[src/rtl/sclk_gen_prog_if.sv]
// Control/status bundle of the programmable serial-clock generator.
interface sclk_gen_prog_if #(
    parameter int unsigned CNT_W = 8
);
    logic             en;
    logic [CNT_W-1:0] div_half;
    logic             div_load;
    logic             sclk;
    logic             sclk_rise;
    logic             sclk_fall;
    logic             lrclk;
    logic             frame_start;
    logic             busy;

    modport master (
        output en, div_half, div_load,
        input  sclk, sclk_rise, sclk_fall, lrclk, frame_start, busy
    );

    modport slave (
        input  en, div_half, div_load,
        output sclk, sclk_rise, sclk_fall, lrclk, frame_start, busy
    );
endinterface

[src/rtl/sclk_gen_prog.sv]
// Programmable serial-clock generator with clk-domain edge strobes.
// Define FRAME_SYNC_EN to build the lrclk / frame_start word-select logic.
module sclk_gen_prog #(
    parameter int unsigned CNT_W       = 8,
    parameter int unsigned DIV_DEFAULT = 55,
    parameter int unsigned FRAME_BITS  = 32
) (
    input  logic           clk,
    input  logic           reset,
    sclk_gen_prog_if.slave bus
);

    localparam logic [CNT_W-1:0] DIV_RST = CNT_W'(DIV_DEFAULT);

    if (FRAME_BITS < 2 || FRAME_BITS > 256) begin : g_bad_frame_bits
        $error("sclk_gen_prog: FRAME_BITS must be in 2..256");
    end

    logic [CNT_W-1:0] cuenta_q, cuenta_d;
    logic [CNT_W-1:0] div_reg_q, div_reg_d;
    logic [CNT_W-1:0] div_pend_q, div_pend_d;
    logic             pend_q, pend_d;
    logic             sclk_q, sclk_d;
    logic             rise_q, rise_d;
    logic             fall_q, fall_d;
    logic             busy_q, busy_d;

    logic running_c;
    logic term_c;
    logic rise_tog_c;
    logic fall_tog_c;
    logic boundary_c;

    // A high phase always runs to completion, so sclk==1 keeps the block running.
    always_comb begin
        running_c  = bus.en | sclk_q;
        term_c     = running_c & (cuenta_q == div_reg_q);
        rise_tog_c = term_c & ~sclk_q;
        fall_tog_c = term_c & sclk_q;
        boundary_c = fall_tog_c | ~running_c;
    end

    // Half-period counter, sclk and its edge strobes.
    always_comb begin
        cuenta_d = cuenta_q;
        sclk_d   = sclk_q;
        rise_d   = 1'b0;
        fall_d   = 1'b0;
        busy_d   = running_c;
        if (!running_c) begin
            cuenta_d = '0;
            sclk_d   = 1'b0;
        end else if (term_c) begin
            cuenta_d = '0;
            sclk_d   = ~sclk_q;
            rise_d   = rise_tog_c;
            fall_d   = fall_tog_c;
        end else begin
            cuenta_d = cuenta_q + CNT_W'(1);
        end
    end

    // Divisor changes only at a period boundary so every period is whole.
    always_comb begin
        div_reg_d  = div_reg_q;
        div_pend_d = div_pend_q;
        pend_d     = pend_q;
        if (bus.div_load) begin
            div_pend_d = bus.div_half;
            if (boundary_c) begin
                div_reg_d = bus.div_half;
                pend_d    = 1'b0;
            end else begin
                pend_d    = 1'b1;
            end
        end else if (boundary_c && pend_q) begin
            div_reg_d = div_pend_q;
            pend_d    = 1'b0;
        end
    end

    always_ff @(posedge clk or negedge reset) begin
        if (!reset) begin
            cuenta_q   <= '0;
            div_reg_q  <= DIV_RST;
            div_pend_q <= DIV_RST;
            pend_q     <= 1'b0;
            sclk_q     <= 1'b0;
            rise_q     <= 1'b0;
            fall_q     <= 1'b0;
            busy_q     <= 1'b0;
        end else begin
            cuenta_q   <= cuenta_d;
            div_reg_q  <= div_reg_d;
            div_pend_q <= div_pend_d;
            pend_q     <= pend_d;
            sclk_q     <= sclk_d;
            rise_q     <= rise_d;
            fall_q     <= fall_d;
            busy_q     <= busy_d;
        end
    end

    assign bus.sclk      = sclk_q;
    assign bus.sclk_rise = rise_q;
    assign bus.sclk_fall = fall_q;
    assign bus.busy      = busy_q;

`ifdef FRAME_SYNC_EN
    localparam int unsigned BIT_W = (FRAME_BITS > 2) ? $clog2(FRAME_BITS) : 1;
    localparam logic [BIT_W-1:0] BIT_LAST = BIT_W'(FRAME_BITS - 1);

    logic [BIT_W-1:0] bitcnt_q, bitcnt_d;
    logic             lrclk_q, lrclk_d;
    logic             fstart_q, fstart_d;

    // Word select flips every FRAME_BITS falls; idle re-aligns the frame.
    always_comb begin
        bitcnt_d = bitcnt_q;
        lrclk_d  = lrclk_q;
        fstart_d = 1'b0;
        if (!running_c) begin
            bitcnt_d = '0;
            lrclk_d  = 1'b0;
        end else if (fall_tog_c) begin
            if (bitcnt_q == BIT_LAST) begin
                bitcnt_d = '0;
                lrclk_d  = ~lrclk_q;
                fstart_d = lrclk_q;
            end else begin
                bitcnt_d = bitcnt_q + BIT_W'(1);
            end
        end
    end

    always_ff @(posedge clk or negedge reset) begin
        if (!reset) begin
            bitcnt_q <= '0;
            lrclk_q  <= 1'b0;
            fstart_q <= 1'b0;
        end else begin
            bitcnt_q <= bitcnt_d;
            lrclk_q  <= lrclk_d;
            fstart_q <= fstart_d;
        end
    end

    assign bus.lrclk       = lrclk_q;
    assign bus.frame_start = fstart_q;
`else
    assign bus.lrclk       = 1'b0;
    assign bus.frame_start = 1'b0;
`endif

endmodule

[src/flat_wrapper.sv]
// flat-port wrapper written by rule: the top's interface ports become plain ports
module sclk_gen_prog_flat 
#(
    parameter int unsigned CNT_W       = 8,
    parameter int unsigned DIV_DEFAULT = 55,
    parameter int unsigned FRAME_BITS  = 32
)
  (clk, reset, bus_en, bus_div_half, bus_div_load, bus_sclk, bus_sclk_rise, bus_sclk_fall, bus_lrclk, bus_frame_start, bus_busy);
  sclk_gen_prog_if #(.CNT_W(CNT_W)) bus_i ();
  input  logic clk;
  input  logic reset;
  input wire logic [$bits(bus_i.en)-1:0] bus_en;
  input wire logic [$bits(bus_i.div_half)-1:0] bus_div_half;
  input wire logic [$bits(bus_i.div_load)-1:0] bus_div_load;
  output wire logic [$bits(bus_i.sclk)-1:0] bus_sclk;
  output wire logic [$bits(bus_i.sclk_rise)-1:0] bus_sclk_rise;
  output wire logic [$bits(bus_i.sclk_fall)-1:0] bus_sclk_fall;
  output wire logic [$bits(bus_i.lrclk)-1:0] bus_lrclk;
  output wire logic [$bits(bus_i.frame_start)-1:0] bus_frame_start;
  output wire logic [$bits(bus_i.busy)-1:0] bus_busy;
  assign bus_i.en = bus_en;
  assign bus_i.div_half = bus_div_half;
  assign bus_i.div_load = bus_div_load;
  assign bus_sclk = bus_i.sclk;
  assign bus_sclk_rise = bus_i.sclk_rise;
  assign bus_sclk_fall = bus_i.sclk_fall;
  assign bus_lrclk = bus_i.lrclk;
  assign bus_frame_start = bus_i.frame_start;
  assign bus_busy = bus_i.busy;
  sclk_gen_prog #(.CNT_W(CNT_W), .DIV_DEFAULT(DIV_DEFAULT), .FRAME_BITS(FRAME_BITS)) u_core (.clk(clk), .reset(reset), .bus(bus_i));
endmodule
[config.mk]
export PLATFORM = sky130hd
export DESIGN_NAME = sclk_gen_prog_flat
export DESIGN_NICKNAME = d
export VERILOG_FILES = /design/src/rtl/sclk_gen_prog_if.sv /design/src/rtl/sclk_gen_prog.sv /design/src/flat_wrapper.sv
export SDC_FILE = /design/constraint.sdc
export NUM_CORES = 1
export LEC_CHECK = 0
export ABC_CLOCK_PERIOD_IN_PS = 1900
export CELL_PAD_IN_SITES_DETAIL_PLACEMENT = 0
export CELL_PAD_IN_SITES_GLOBAL_PLACEMENT = 2
export CORE_MARGIN = 8
export CORE_UTILIZATION = 36
export DETAILED_ROUTE_END_ITERATION = 6
export MAX_ROUTING_LAYER = met4
export PLACE_DENSITY_LB_ADDON = 0.1
export SLEW_MARGIN = 20
export SYNTH_ARGS = -nofsm -noshare
export SYNTH_HDL_FRONTEND = slang
export SYNTH_SLANG_ARGS = --single-unit
[constraint.sdc]
create_clock -name clk -period 1.9 [get_ports clk]
set_input_delay 0.19 -clock clk [delete_from_list [all_inputs] [get_ports clk]]
set_output_delay 0.19 -clock clk [all_outputs]
set_load 0.02 [all_outputs]
### Yosys cells after proc, flatten, opt, wreduce, memory -nomap -nowiden

Cells that the tools add are included.

| word-level totals | value |
|---|---|
| flip-flop bits (word level) | 29 |
| logic and storage cells | 36 |

| operators by class | value |
|---|---|
| add/sub/neg operators | 1 |
| eq/ne operators | 3 |
| multiplexer cells | 14 |
| bitwise operators | 7 |
| reduce and logical (&&, ||, !) cells | 3 |

Operators with widths:

| cell | count |
|---|---|
| $mux W8 | 5 |
| $mux W1 | 9 |
| $add A8 B1 Y8 const B | 1 |
| $eq A8 B8 Y1 | 1 |
| $and A1 B1 Y1 | 3 |
| $ne A2 B1 Y1 const B | 1 |
| $ne A2 B2 Y1 const B | 1 |
| $not A1 Y1 | 2 |
| $or A1 B1 Y1 | 2 |
| $reduce_and A2 Y1 | 1 |
| $reduce_bool A2 Y1 | 1 |
| $logic_and A1 B1 Y1 | 1 |

### Longest topological paths before layout

| logic depth | value |
|---|---|
| word-level depth | 7 |
| depth in mapped cells | 5 |
| mapped depth without buffers | 4 |

### Worst setup path before layout

OpenSTA, ideal clock, no wires.

| timing path | value |
|---|---|
| kind | register -> register |
| from | register u_core.div_reg_q[1] |
| to | register u_core.div_reg_q[3] |
| library setup time | 0.071 ns |
| arrival | 1.440 ns |
| path slack | 0.389 ns |
| cell stages (with the launch flop) | 5 |
| path buffers | 0 |
| cell sequence | dfstp_2 xnor2_1 nand4_2 or4b_1 nand3_1 |

| on the way | value |
|---|---|
| longest elaborated chain between the ends | 7 |

RTL lines:

| item | RTL line | text |
|---|---|---|
| from (decl) | sclk_gen_prog.sv:20 | `logic [CNT_W-1:0] div_reg_q, div_reg_d;` |
| from (signal assigned) | sclk_gen_prog.sv:94 | `div_reg_q <= div_reg_d;` |
| $eq A8 B8 Y1 * | sclk_gen_prog.sv:37 | `term_c = running_c & (cuenta_q == div_reg_q);` |
| $and A1 B1 Y1 * | sclk_gen_prog.sv:37 |  |
| $and A1 B1 Y1 * | sclk_gen_prog.sv:39 | `fall_tog_c = term_c & sclk_q;` |
| $or A1 B1 Y1 * | sclk_gen_prog.sv:40 | `boundary_c = fall_tog_c \| ~running_c;` |
| $logic_and A1 B1 Y1 | sclk_gen_prog.sv:76 | `end else if (boundary_c && pend_q) begin` |
| $reduce_bool A2 Y1 (no source line) | n/a |  |
| $reduce_and A2 Y1 (no source line) * | n/a |  |

Every way passes the cells marked *; elsewhere a longest branch is shown, timed or not.
A chain may end at the register's enable or synchronous reset.

### Worst setup path in the final report

| timing path | value |
|---|---|
| from | register u_core.div_reg_q[0] |
| to | register u_core.div_reg_q[1] |

The elaborated chain is that of the path after synthesis.

==> results.ini <==
[clock_network]
cts_root_buf = clkbuf_8
cts.sinks = 29
cts_tree = built
clk_path_buf_depth = 2
clk-insertion-delay-late_ps = 290
clk_pin_slew_ps = 70
cts_hold_buf = 0
cts_buffers = 5
htreeDepth = 2

[yosys]
synth-seq-area-share = 0.4844
yosys_warnings = 0
yosys_register_bits = 29
synth_cell_types = 25
netlist_area_um2 = 1524
synth.avg_cell_area_um2 = 11.63
synth_cells = 131

[layout]
num_antenna_cells = 0
post-route-cell-area_um2 = 1876
n_fill_cell = 392
nets = 171
mostFrequentLayoutCell = dfrtp_1
syn2layout_area_growth_pct = 23.07
final_cell_mix = dfrtp_1, clkdlybuf4s50_1, nand3_1
drive_above_1_share = 0.2704

[worst_setup_path]
worst-r2r-setup-slack_ps = 130
r2r_start = u_core.div_reg_q[0]
cp_data_required_time_ps = 2130
crit_type = register to register
cp_max_fo = 15
startpoint_type = register
r2r_cells = 4
critPathArrivalTime_ps = 1990
end_kind = register
critPathCapture = u_core.div_reg_q[1]
timing.rr.end = u_core.div_reg_q[1]
setup.worst_path.start = u_core.div_reg_q[0]

[grt]
grt_pass1_vias = 1279
grt_usage = 0.1297
gr-total-overflow = 0
antenna_found_initial = 0
grt_max_degree = 30
grt_pass1_wl_um = 6203

[pwr]
irDropWorstVdd_v = 0.0004702
total_leakage_power_nw = 0.7073
total_power_mw = 2.795
power-per-cell-area_nw_per_um2 = 1490

[floorplanning]
ios = 18
die_x_um = 81.07
die-area_um2 = 6572
rows = 23
initial_core_util = 0.3783
fp.coreArea_um2 = 4029
die_y_um = 81.07

[sta]
rsz0062_at_grt = no
setup_viol = 0
whs_ps = 304.2
fin_skew_ps = 7.641
finalCritPeriodShare = 0.9292
worst_slew_pin_slew_ps = 600.4
period_minus_slack_ps = 1765
finalSetupTns_ps = 0
slew_viol_final = 0
fmax_mhz = 566.4
maxSlewHeadroom = 0.5976
hold_violations = 0

[placement]
placed_area_um2 = 1779
dpl.hpwl_um = 2486
port_buffers = 15
place.gp.congestion = 0.7345

[detailed_routing]
avgRoutedWirePerCell_um = 17.32
drt_iter0_drc = 67
vias = 1156
remaining_drc_errors = 0
drt-vias-per-instance = 5.531
drt_wl_total_um = 3620
dr.pass1.iters = 4
ant_nets = 0

[min_path]
hp-class = input pin to asynchronous set/reset pin

[outcome]
status = finished, final reports clean

[job]
maxCapViolCount = 0

[layer usage]
metal,part of all wire,global-route usage,vias to the layer above
met5,0,-,-
met4,0.028,0.06786,0
met3,0.066,0.05188,8
met2,0.44,0.1836,30
met1,0.47,0.1549,565
li1,-,-,553
[registers in the layout, indices dropped and copies added (netlist names)]
| name | cells |
|---|---|
| u_core.bus.busy | 1 |
| u_core.bus.sclk | 1 |
| u_core.bus.sclk_fall | 1 |
| u_core.bus.sclk_rise | 1 |
| u_core.cuenta_q | 8 |
| u_core.div_pend_q | 8 |
| u_core.div_reg_q | 8 |
| u_core.pend_q | 1 |
[worst min path at each step]
stage | end | slack, ps | cells after the start
6_report | u_core.bus.sclk_fall | 300 | 2
5_1_grt | u_core.div_reg_q[3] | 330 | 2
4_1_cts | u_core.div_reg_q[3] | 310 | 2
3_5_place_dp | u_core.div_pend_q[7] | 500 | 1
3_3_place_gp | u_core.div_pend_q[7] | 500 | 1
2_1_floorplan | u_core.bus.busy | -110 | 0
[synth_stat cells]
| master | number | share of area |
|---|---|---|
| dfrtp_1 | 19 | 0.31 |
| nor2_2 | 2 | 0.0082 |
| nand4_2 | 2 | 0.016 |
| buf_2 | 2 | 0.0066 |
| and3b_1 | 1 | 0.0057 |
| xor2_1 | 5 | 0.029 |
| xnor2_2 | 1 | 0.011 |
| nor3_1 | 9 | 0.030 |
| clkinv_1 | 1 | 0.0025 |
| or4b_1 | 8 | 0.053 |
| nor2_4 | 1 | 0.0074 |
| buf_4 | 4 | 0.020 |
| o21ai_0 | 3 | 0.0098 |
| a221oi_1 | 8 | 0.046 |
| ha_1 | 1 | 0.0082 |
| nand3_1 | 14 | 0.046 |
| mux2_2 | 8 | 0.059 |
| nor3b_1 | 9 | 0.044 |
| o211ai_1 | 8 | 0.039 |
| clkbuf_1 | 1 | 0.0025 |
| conb_1 | 1 | 0.0025 |
| xnor2_1 | 8 | 0.046 |
| and3_1 | 3 | 0.012 |
| and4_1 | 2 | 0.011 |
| dfstp_2 | 10 | 0.17 |
[repair_timing]
item,4_1_cts,5_1_grt
resized for setup,0,2
hold endpoints to repair,0,0
setup endpoints to repair,0,17
setup buffers,0,0
[worst max-delay path: stages, from the launching register on]
cell and delay (ps):
dfstp_2 570, xnor2_1 190, nand4_4 270, or4b_1 590, nand3_1 90
[through the flow]
stage,util,std cells,setup slack [ps]
global placement,0.4416,201,4.855
finish,0.4655,209,134.6
global route,0.4655,209,31.41
floorplan,-,132,388.9
detailed placement,0.4416,201,7.509
CTS,0.4621,209,29.75
[power breakdown]
part	total, mW	leakage [nW]	switching, mW	internal (mW)
Clock	0.488	0.0450	0.235	0.253
Combinational	1.20	0.334	0.621	0.578
Sequential	1.11	0.329	0.245	0.863
Total	2.79	0.707	1.10	1.69
[final cells by class]
class	count	area, um2	area share
Multi-Input combinational cell	95	755.7	0.4029
Timing Repair Buffer	26	232.7	0.1241
Clock buffer	6	72.57	0.03869
Inverter	1	3.754	0.002001
Tap cell	50	62.56	0.03336
Sequential cell	29	738.2	0.3936
Clock inverter	2	10.01	0.005337
[cells by family (layout without fill, tap and decap cells)]
group	after synthesis	in the layout	synth area share
compound gates	19	19	0.09524
xor+xnor	14	14	0.08539
fa+ha+maj	1	1	0.008209
buf+inv	8	35	0.03120
flops	29	29	0.4844
mux	8	8	0.05912
other cells	1	2	0.002461
simple gates	51	51	0.2340
Power figures use the tool's default switching activity.
